--- src/rtl/lc3_types_pkg.sv ---
// Shared LC3 fetch-path types.
//   word_t           16-bit LC3 machine word (addresses and instructions)
//   PC_RESET_DEFAULT PC value loaded on reset unless overridden
//   fetch_tag_t      bookkeeping carried alongside an outstanding imem read
//   TAG_EMPTY        tag value for an empty pipeline slot
//   pc_incr()        PC+1, wrapping modulo 2^16
package lc3_types_pkg;

  typedef logic [15:0] word_t;

  localparam word_t PC_RESET_DEFAULT = 16'h3000;

  typedef struct packed {
    logic  valid;
    word_t npc;
  } fetch_tag_t;

  localparam fetch_tag_t TAG_EMPTY = '{valid: 1'b0, npc: 16'h0000};

  function automatic word_t pc_incr(input word_t pc_val);
    return pc_val + 16'd1;
  endfunction

endpackage

--- src/rtl/lc3_fetch_tag_pipe.sv ---
// Fixed-depth shift register of fetch tags, one slot per cycle of imem latency.
//   clk_i    clock
//   rst_i    synchronous active-high clear of every slot
//   push_i   a read is issued this cycle (enters slot 0 as valid)
//   npc_i    next-PC recorded with the issued read
//   squash_i invalidate every slot, including the one being pushed
//   tag_o    oldest slot; lines up with the imem data for that read
module lc3_fetch_tag_pipe
  import lc3_types_pkg::*;
#(
  parameter int DEPTH = 1
) (
  input  logic       clk_i,
  input  logic       rst_i,
  input  logic       push_i,
  input  word_t      npc_i,
  input  logic       squash_i,
  output fetch_tag_t tag_o
);

  fetch_tag_t pipe_q [DEPTH];
  fetch_tag_t pipe_d [DEPTH];

  always_comb begin
    for (int i = 0; i < DEPTH; i++) pipe_d[i] = pipe_q[i];
    // A slot is written every cycle; idle cycles insert a bubble.
    pipe_d[0] = '{valid: push_i, npc: npc_i};
    for (int i = 1; i < DEPTH; i++) pipe_d[i] = pipe_q[i-1];
    if (squash_i) begin
      for (int i = 0; i < DEPTH; i++) pipe_d[i].valid = 1'b0;
    end
  end

  always_ff @(posedge clk_i) begin
    if (rst_i) begin
      for (int i = 0; i < DEPTH; i++) pipe_q[i] <= TAG_EMPTY;
    end else begin
      pipe_q <= pipe_d;
    end
  end

  assign tag_o = pipe_q[DEPTH-1];

endmodule

--- src/rtl/lc3_fetch_stage.sv ---
// LC3 fetch stage: owns the PC, strobes instruction-memory reads, tracks the
// reads in flight and hands each returned instruction plus its next-PC to
// decode. A taken branch redirects the PC and discards every wrong-path read.
//   clock            single clock, posedge
//   reset            synchronous, active-high
//   enable_fetch     controller allows an imem read this cycle
//   enable_updatePC  controller allows a PC update this cycle
//   br_taken/taddr   redirect request and target (only with enable_updatePC)
//   pc               registered imem read address
//   instrmem_rd      imem read strobe (combinational)
//   imem_dout        instruction returned IMEM_LATENCY cycles after strobe
//   dout/npc_out     instruction and its PC+1 for decode
//   enable_decode    dout/npc_out valid this cycle
module lc3_fetch_stage
  import lc3_types_pkg::*;
#(
  parameter logic [15:0] PC_RESET     = PC_RESET_DEFAULT,
  parameter int          IMEM_LATENCY = 1
) (
  input  logic        clock,
  input  logic        reset,
  input  logic        enable_fetch,
  input  logic        enable_updatePC,
  input  logic        br_taken,
  input  logic [15:0] taddr,
  output logic [15:0] pc,
  output logic        instrmem_rd,
  input  logic [15:0] imem_dout,
  output logic [15:0] dout,
  output logic [15:0] npc_out,
  output logic        enable_decode
);

  if (IMEM_LATENCY < 1 || IMEM_LATENCY > 3) begin : g_bad_latency
    $error("lc3_fetch_stage: IMEM_LATENCY must be in 1..3");
  end

  word_t      pc_q, pc_d;
  word_t      dout_q, dout_d;
  word_t      npc_q, npc_d;
  logic       dec_q, dec_d;
  logic       redirect;
  word_t      pc_seq;
  fetch_tag_t ret_tag;

  assign instrmem_rd = enable_fetch & ~reset;
  assign redirect    = br_taken & enable_updatePC;
  assign pc_seq      = pc_incr(pc_q);

  always_comb begin
    pc_d = pc_q;
    if (redirect) begin
      pc_d = taddr;
    end else if (enable_updatePC) begin
      pc_d = pc_seq;
    end
  end

  // Issue -> return: tags ride a latency-deep pipe alongside the imem read.
  lc3_fetch_tag_pipe #(
    .DEPTH (IMEM_LATENCY)
  ) u_tag_pipe (
    .clk_i    (clock),
    .rst_i    (reset),
    .push_i   (instrmem_rd),
    .npc_i    (pc_seq),
    .squash_i (redirect),
    .tag_o    (ret_tag)
  );

  // Return -> decode: the read returning in a redirect cycle is wrong-path too.
  always_comb begin
    dout_d = dout_q;
    npc_d  = npc_q;
    dec_d  = 1'b0;
    if (ret_tag.valid && !redirect) begin
      dout_d = imem_dout;
      npc_d  = ret_tag.npc;
      dec_d  = 1'b1;
    end
  end

  always_ff @(posedge clock) begin
    if (reset) begin
      pc_q   <= PC_RESET;
      dout_q <= '0;
      npc_q  <= '0;
      dec_q  <= 1'b0;
    end else begin
      pc_q   <= pc_d;
      dout_q <= dout_d;
      npc_q  <= npc_d;
      dec_q  <= dec_d;
    end
  end

  assign pc            = pc_q;
  assign dout          = dout_q;
  assign npc_out       = npc_q;
  assign enable_decode = dec_q;

endmodule

--- config.mk ---
export PLATFORM = sky130hd
export DESIGN_NAME = lc3_fetch_stage
export DESIGN_NICKNAME = d
export VERILOG_FILES = /design/src/rtl/lc3_types_pkg.sv /design/src/rtl/lc3_fetch_tag_pipe.sv /design/src/rtl/lc3_fetch_stage.sv
export SDC_FILE = /design/constraint.sdc
export NUM_CORES = 1
export LEC_CHECK = 0
export BUFFER_PORTS_ARGS = -buffer_cell sky130_fd_sc_hd__buf_4
export CAP_MARGIN = 0
export CORE_MARGIN = 2
export CORE_UTILIZATION = 54
export CTS_CLUSTER_SIZE = 40
export DETAILED_ROUTE_END_ITERATION = 10
export PLACE_DENSITY = 0.87
export SLEW_MARGIN = 15
export SYNTH_ARGS = -nofsm -noshare
export SYNTH_HDL_FRONTEND = slang
export SYNTH_SLANG_ARGS = --single-unit
export TNS_END_PERCENT = 20
--- constraint.sdc ---
create_clock -name clock -period 3.7 [get_ports clock]
set_input_delay 0.74 -clock clock [delete_from_list [all_inputs] [get_ports clock]]
set_output_delay 0.74 -clock clock [all_outputs]
set_load 0.03 [all_outputs]
==> reports/results.ini, run 1 <==
[status]
status = finished, final reports clean

[synthesis]
syn_nets = 379
yosys_warnings = 0
synth-seq-cells = 66
yosysTopAreaCell = dfxtp_1
synth_top_area_frac = 0.4815
synth_area_sq_mm = 0.002744
synth_ff_type = dfxtp_1
synthDistinctLibCells = 38
seq_area_frac_synth = 0.4815
synthCells = 341
async_flop_share = 0
synthTopCellsByArea = dfxtp_1, nand2_1, a21oi_1
avgSynthCellArea_sq_um = 8.047
synth_edf_count = 0

[sta]
timing.final.crit_share = 0.5675
period_needed_ns = 2.100
finClkSkew_ns = 0.009153
fmax_mhz = 476.3
hold_viol = 0
relSlewSlack = 0.2873
maxSlewViolCount = 0
setup_viol = 0
rsz0062_at_grt = no
tightest_slew_ns = 1.069
setup_tns_ns = 0

[pwr]
p_leak_nw = 1.460
irDropWorstVdd_uv = 260.2
p_per_area_mw_per_mm2 = 452.8

[routing]
drc = 0
dr.pass1.iters = 4
antenna_left = 0
drt_iter0_markers = 206
wirelength_um = 6641
wl_per_cell_um = 13.72
vias_per_cell = 5.351
num_vias = 2590

[die]
initial_core_util = 0.5696
ios = 87
die_height_um = 75.28
core_sq_mm = 0.004817
rows = 25
die_w_um = 75.28
die_area_sq_mm = 0.005667

[global_routing]
grt_max_degree = 64
antenna_found_initial = 0
grt_first_pass_wirelength_um = 10390
first_global_vias = 2293
grt_use_total = 0.2428
grt_overflow_total = 0

[cts]
cts.htree.levels = 3
path_clk_slew_ns = 0.07
cts_sinks = 66
cts_tree = built
cts_buffers = 9
root_buffer = clkbuf_8
postCtsHoldBufs = 0
cts_resized = 0
cts_buffer_depth = 2
cts_setup_buffers = 0
worstSkewPairLatency_ns = 0.34

[cells_and_area]
drive_gt1_frac = 0.2614
syn2layout_area_growth_pct = 31.33
final_nets = 450
final_common_cell = buf_4
fill_cells = 372
final_cell_mix = buf_4, nand2_1, dfxtp_1
n_antenna_cell = 0
fin_cells = 484

[worst_setup_path]
cp_top_family = simple AND/OR/NAND/NOR gates
endpoint_kind = register
path_max_fanout = 34
crit_buf_inv = 1
cp.required_ns = 3.96
critPathKind = input pin to register
crit_top_cell = nand2_1
cp.arrival_ns = 2.36
crit_path_start_kind = input pin
cp_cell_sequence = buf_4 -> nand2_1 -> and2_1 -> nand2_1 -> a21oi_1
crit_path_top_delay_cell = and2_1
slowest_delay_ns = 0.86

[placement]
dp_hpwl_um = 4311
placed_cells = 468
place_congestion = 0.8590
numPortBuffers = 86

[hold_path]
min_path_type = register to register

[job]
cap_violations = 0

## path summary, 6_finish.rpt
kind                       startpoint    endpoint  slack (ns)  depth (start not counted)
setup reg to reg                pc[5]      pc[13]        1.80                          4
hold / removal    u_tag_pipe.tag_o[4]  npc_out[4]        0.44                          2
hold reg to reg   u_tag_pipe.tag_o[4]  npc_out[4]        0.44                          2
setup / recovery             br_taken  npc_out[9]        1.60                          5
## report_power, final
| group | total, mW | switching, mW | leakage, nW | internal (mW) |
|---|---|---|---|---|
| Combinational | 0.191 | 0.111 | 0.810 | 0.0799 |
| Sequential | 0.767 | 0.0285 | 0.538 | 0.738 |
| Clock | 0.674 | 0.275 | 0.112 | 0.398 |
## metal layers
layer / track usage / vias up / share of wire
met2: 0.3874 / 130 / 0.48
met3: 0.07229 / 12 / 0.094
li1: - / 1292 / -
met1: 0.3035 / 1156 / 0.41
met4: 0.1092 / 0 / 0.016
met5: 0 / - / 0
## sequential cells by signal, indices dropped and copies added, names as in the netlist
signal            flops
u_tag_pipe.tag_o     17
dout                 16
npc_out              16
pc                   16
enable_decode         1
## kinds of logic after synthesis
family                   count (synthesis)  synth area share
AO/OA/AOI/OAI                           72            0.1509
XOR/XNOR                                13           0.04150
AND/OR/NAND/NOR                        152            0.2558
buffers and inverters                   31           0.04377
adder cells (fa/ha/maj)                  1          0.004559
flip-flops                              66            0.4815
multiplexers                             6           0.02189
## worst reg2reg max path: stages (launching register included)
cell and delay, ns:
dfxtp_1 0.56, nand4_1 0.35, nor4_2 0.49, mux2i_1 0.25, o2111ai_1 0.12
## synthesized netlist by cell type, drive strengths merged (2+ instances only)
library cell,number
nor3b,2
nand3,5
o21ai,8
nand2,80
a32o,3
and4,2
o31ai,3
and3,6
nand4,5
o41ai,2
a22oi,2
nor3,2
or3,2
inv,4
clkbuf,24
nor2b,6
a21oi,46
xor2,4
buf,3
mux2i,6
dfxtp,66
a31oi,3
nor2,31
and2,4
xnor2,9
nor4,4
## through the flow
stage	util	instance area (sq um)	hold slack (ns)	setup slack, ns	total power, mW
global route	0.7481	3603	0.4505	1.434	1.703
finish	0.7481	3603	0.4381	1.600	1.632
detailed placement	0.7008	3376	0.4292	1.265	0.9723
floorplan	-	2744	0.4174	1.569	0.8945
global placement	0.7008	3376	0.4208	1.408	0.9675
CTS	0.7481	3603	0.4352	1.602	1.642
## layout make-up
class,instances,area [sq um],share of cell area
clock inverters,6,90.09,0.02500
clock buffers,10,137.6,0.03819
multi-input cells,244,1303,0.3615
well taps,67,83.83,0.02326
flip-flops and latches,66,1321,0.3667
repair buffers,87,653.1,0.1812
inverters,4,15.01,0.004167
(Power assumes the default switching activity.)
==> run 2: changes to the inputs <==
--- a/config.mk
+++ b/config.mk
@@ -8,10 +8,10 @@
 export BUFFER_PORTS_ARGS = -buffer_cell sky130_fd_sc_hd__buf_4
 export CAP_MARGIN = 0
 export CORE_MARGIN = 2
-export CORE_UTILIZATION = 54
+export CORE_UTILIZATION = 45
 export CTS_CLUSTER_SIZE = 40
 export DETAILED_ROUTE_END_ITERATION = 10
-export PLACE_DENSITY = 0.87
+export PLACE_DENSITY = 0.78
 export SLEW_MARGIN = 15
 export SYNTH_ARGS = -nofsm -noshare
 export SYNTH_HDL_FRONTEND = slang
==> constraint.sdc (replaced) <==
create_clock -name clock -period 1.8 [get_ports clock]
set_input_delay 0.36 -clock clock [delete_from_list [all_inputs] [get_ports clock]]
set_output_delay 0.36 -clock clock [all_outputs]
set_load 0.03 [all_outputs]
==> run 2 against run 1 <==
Net effect: worst hold slack lost 0.22 ns; critical path depth shrank 1; sequential cell count is the same; sequential power grew 100%; cell count grew 4.8%; register-to-register slack lost 1.7 ns; wire length grew 4.3%; worst setup slack lost 1.5 ns; first-iteration DRC count shrank 29%; critical path type is now register to register; largest power group unchanged; highest routed layer unchanged.
==> reports/results.ini, run 2 (same netlist as run 1, synthesis figures left out) <==
[routing]
drc = 0
num_vias = 2658
wl_per_cell_um = 13.66
dr.pass1.iters = 4
vias_per_cell = 5.243
drt_iter0_markers = 146
wirelength_um = 6928
antenna_left = 0

[sta]
fmax_mhz = 596.2
rsz0062_at_grt = no
setup_tns_ns = 0
finClkSkew_ns = 0.01055
relSlewSlack = 0.7096
maxSlewViolCount = 0
period_needed_ns = 1.677
tightest_slew_ns = 0.4323
hold_viol = 0
setup_viol = 0
timing.final.crit_share = 0.9319

[cells_and_area]
fin_util = 0.6221
multiInputGateArea_sq_mm = 0.001303
final_common_cell = buf_4
drive_gt1_frac = 0.2870
final_nets = 465
syn2layout_area_growth_pct = 34.25
largest_register_ffs = 17
fin_cells = 507
n_antenna_cell = 0
ff_latch_area_sq_mm = 0.001323
final_cell_mix = buf_4, nand2_1, dfxtp_1
fill_cells = 520
final_area_sq_mm = 0.003684

[cts]
cts_buffer_depth = 2
root_buffer = clkbuf_8
cts_tree = built
postCtsHoldBufs = 0
path_clk_slew_ns = 0.07
cts_sinks = 66
worstSkewPairLatency_ns = 0.34
cts_buffers = 9
cts.htree.levels = 3

[global_routing]
grt_max_degree = 44
grt_overflow_total = 0
grt_use_total = 0.2093
grt_first_pass_wirelength_um = 10690
antenna_found_initial = 0
first_global_vias = 2287

[placement]
numPortBuffers = 86
dp_hpwl_um = 4828
dpl_cell_area_sq_mm = 0.003511
place_congestion = 0.8381
placed_cells = 491

[pwr]
p_per_area_mw_per_mm2 = 839.1
total_power_mw = 3.091
p_leak_nw = 1.516
irDropWorstVdd_uv = 406.3

[die]
ios = 87
die_w_um = 82.09
die_area_sq_mm = 0.006738
initial_core_util = 0.4634
rows = 28
core_sq_mm = 0.005921
die_height_um = 82.09

[worst_setup_path]
path_max_fanout = 7
crit_buf_inv = 0
critPathKind = register to register
cp.arrival_ns = 1.95
cp.required_ns = 2.07
r2r_setup_slack_ns = 0.12
slowest_delay_ns = 0.45
cp_cell_sequence = nand3_2 -> or3_1 -> or4_1 -> a31oi_1
crit_path_start_kind = register
cp_top_family = simple AND/OR/NAND/NOR gates
endpoint_kind = register
crit_path_top_delay_cell = dfxtp_1

[job]
cap_violations = 0

[hold_path]
min_path_type = input pin to register

[status]
status = finished, final reports clean

[run 2: worst reg2reg max path: stages (launching register included)]
cell and delay, ns:
dfxtp_1 0.45, nand3_2 0.22, or3_1 0.40, or4_1 0.41
a31oi_1 0.13
[run 2: area by class of cell]
type	count	share of cell area
flip-flops and latches	66	0.3590
multi-input cells	244	0.3536
repair buffers	102	0.2113
clock buffers	11	0.03838
well taps	75	0.02548
clock inverters	5	0.008152
inverters	4	0.004076
[run 2: worst paths after layout]
| kind | start | to | cells after the start |
|---|---|---|---|
| hold reg to reg | u_tag_pipe.tag_o[3] | npc_out[3] | 2 |
| setup reg to reg | pc[1] | pc[15] | 4 |
| setup / recovery | pc[1] | pc[15] | 4 |
| hold / removal | taddr[13] | pc[13] | 3 |
[run 2: routing by layer]
layer,routed length (um),vias up,GRT usage
met3,490,14,0.05604
met5,0,-,0
met4,108,0,0.1017
met1,3013,1228,0.2692
li1,-,1321,-
met2,3315,95,0.3244
[run 2: where the power goes]
group / internal (mW) / total, mW / switching [mW]
Clock: 0.530 / 1.09 / 0.561
Sequential: 1.52 / 1.56 / 0.0407
Combinational: 0.186 / 0.441 / 0.254
[run 2: stage by stage]
step	setup slack [ns]	hold WS, ns
finish	0.1226	0.2209
global route	0.03525	0.2306
CTS	0.08021	0.2122
detailed placement	0.09532	0.4267
global placement	0.1714	0.4248
floorplan	0.0004097	0.4174
[run 2: timing repair]
| action | in CTS | in global routing |
|---|---|---|
| setup endpoints to repair | 0 | 3 |
| setup buffers | 0 | 0 |
| resized for setup | 0 | 1 |
| endpoints found under the hold margin | 0 | 0 |
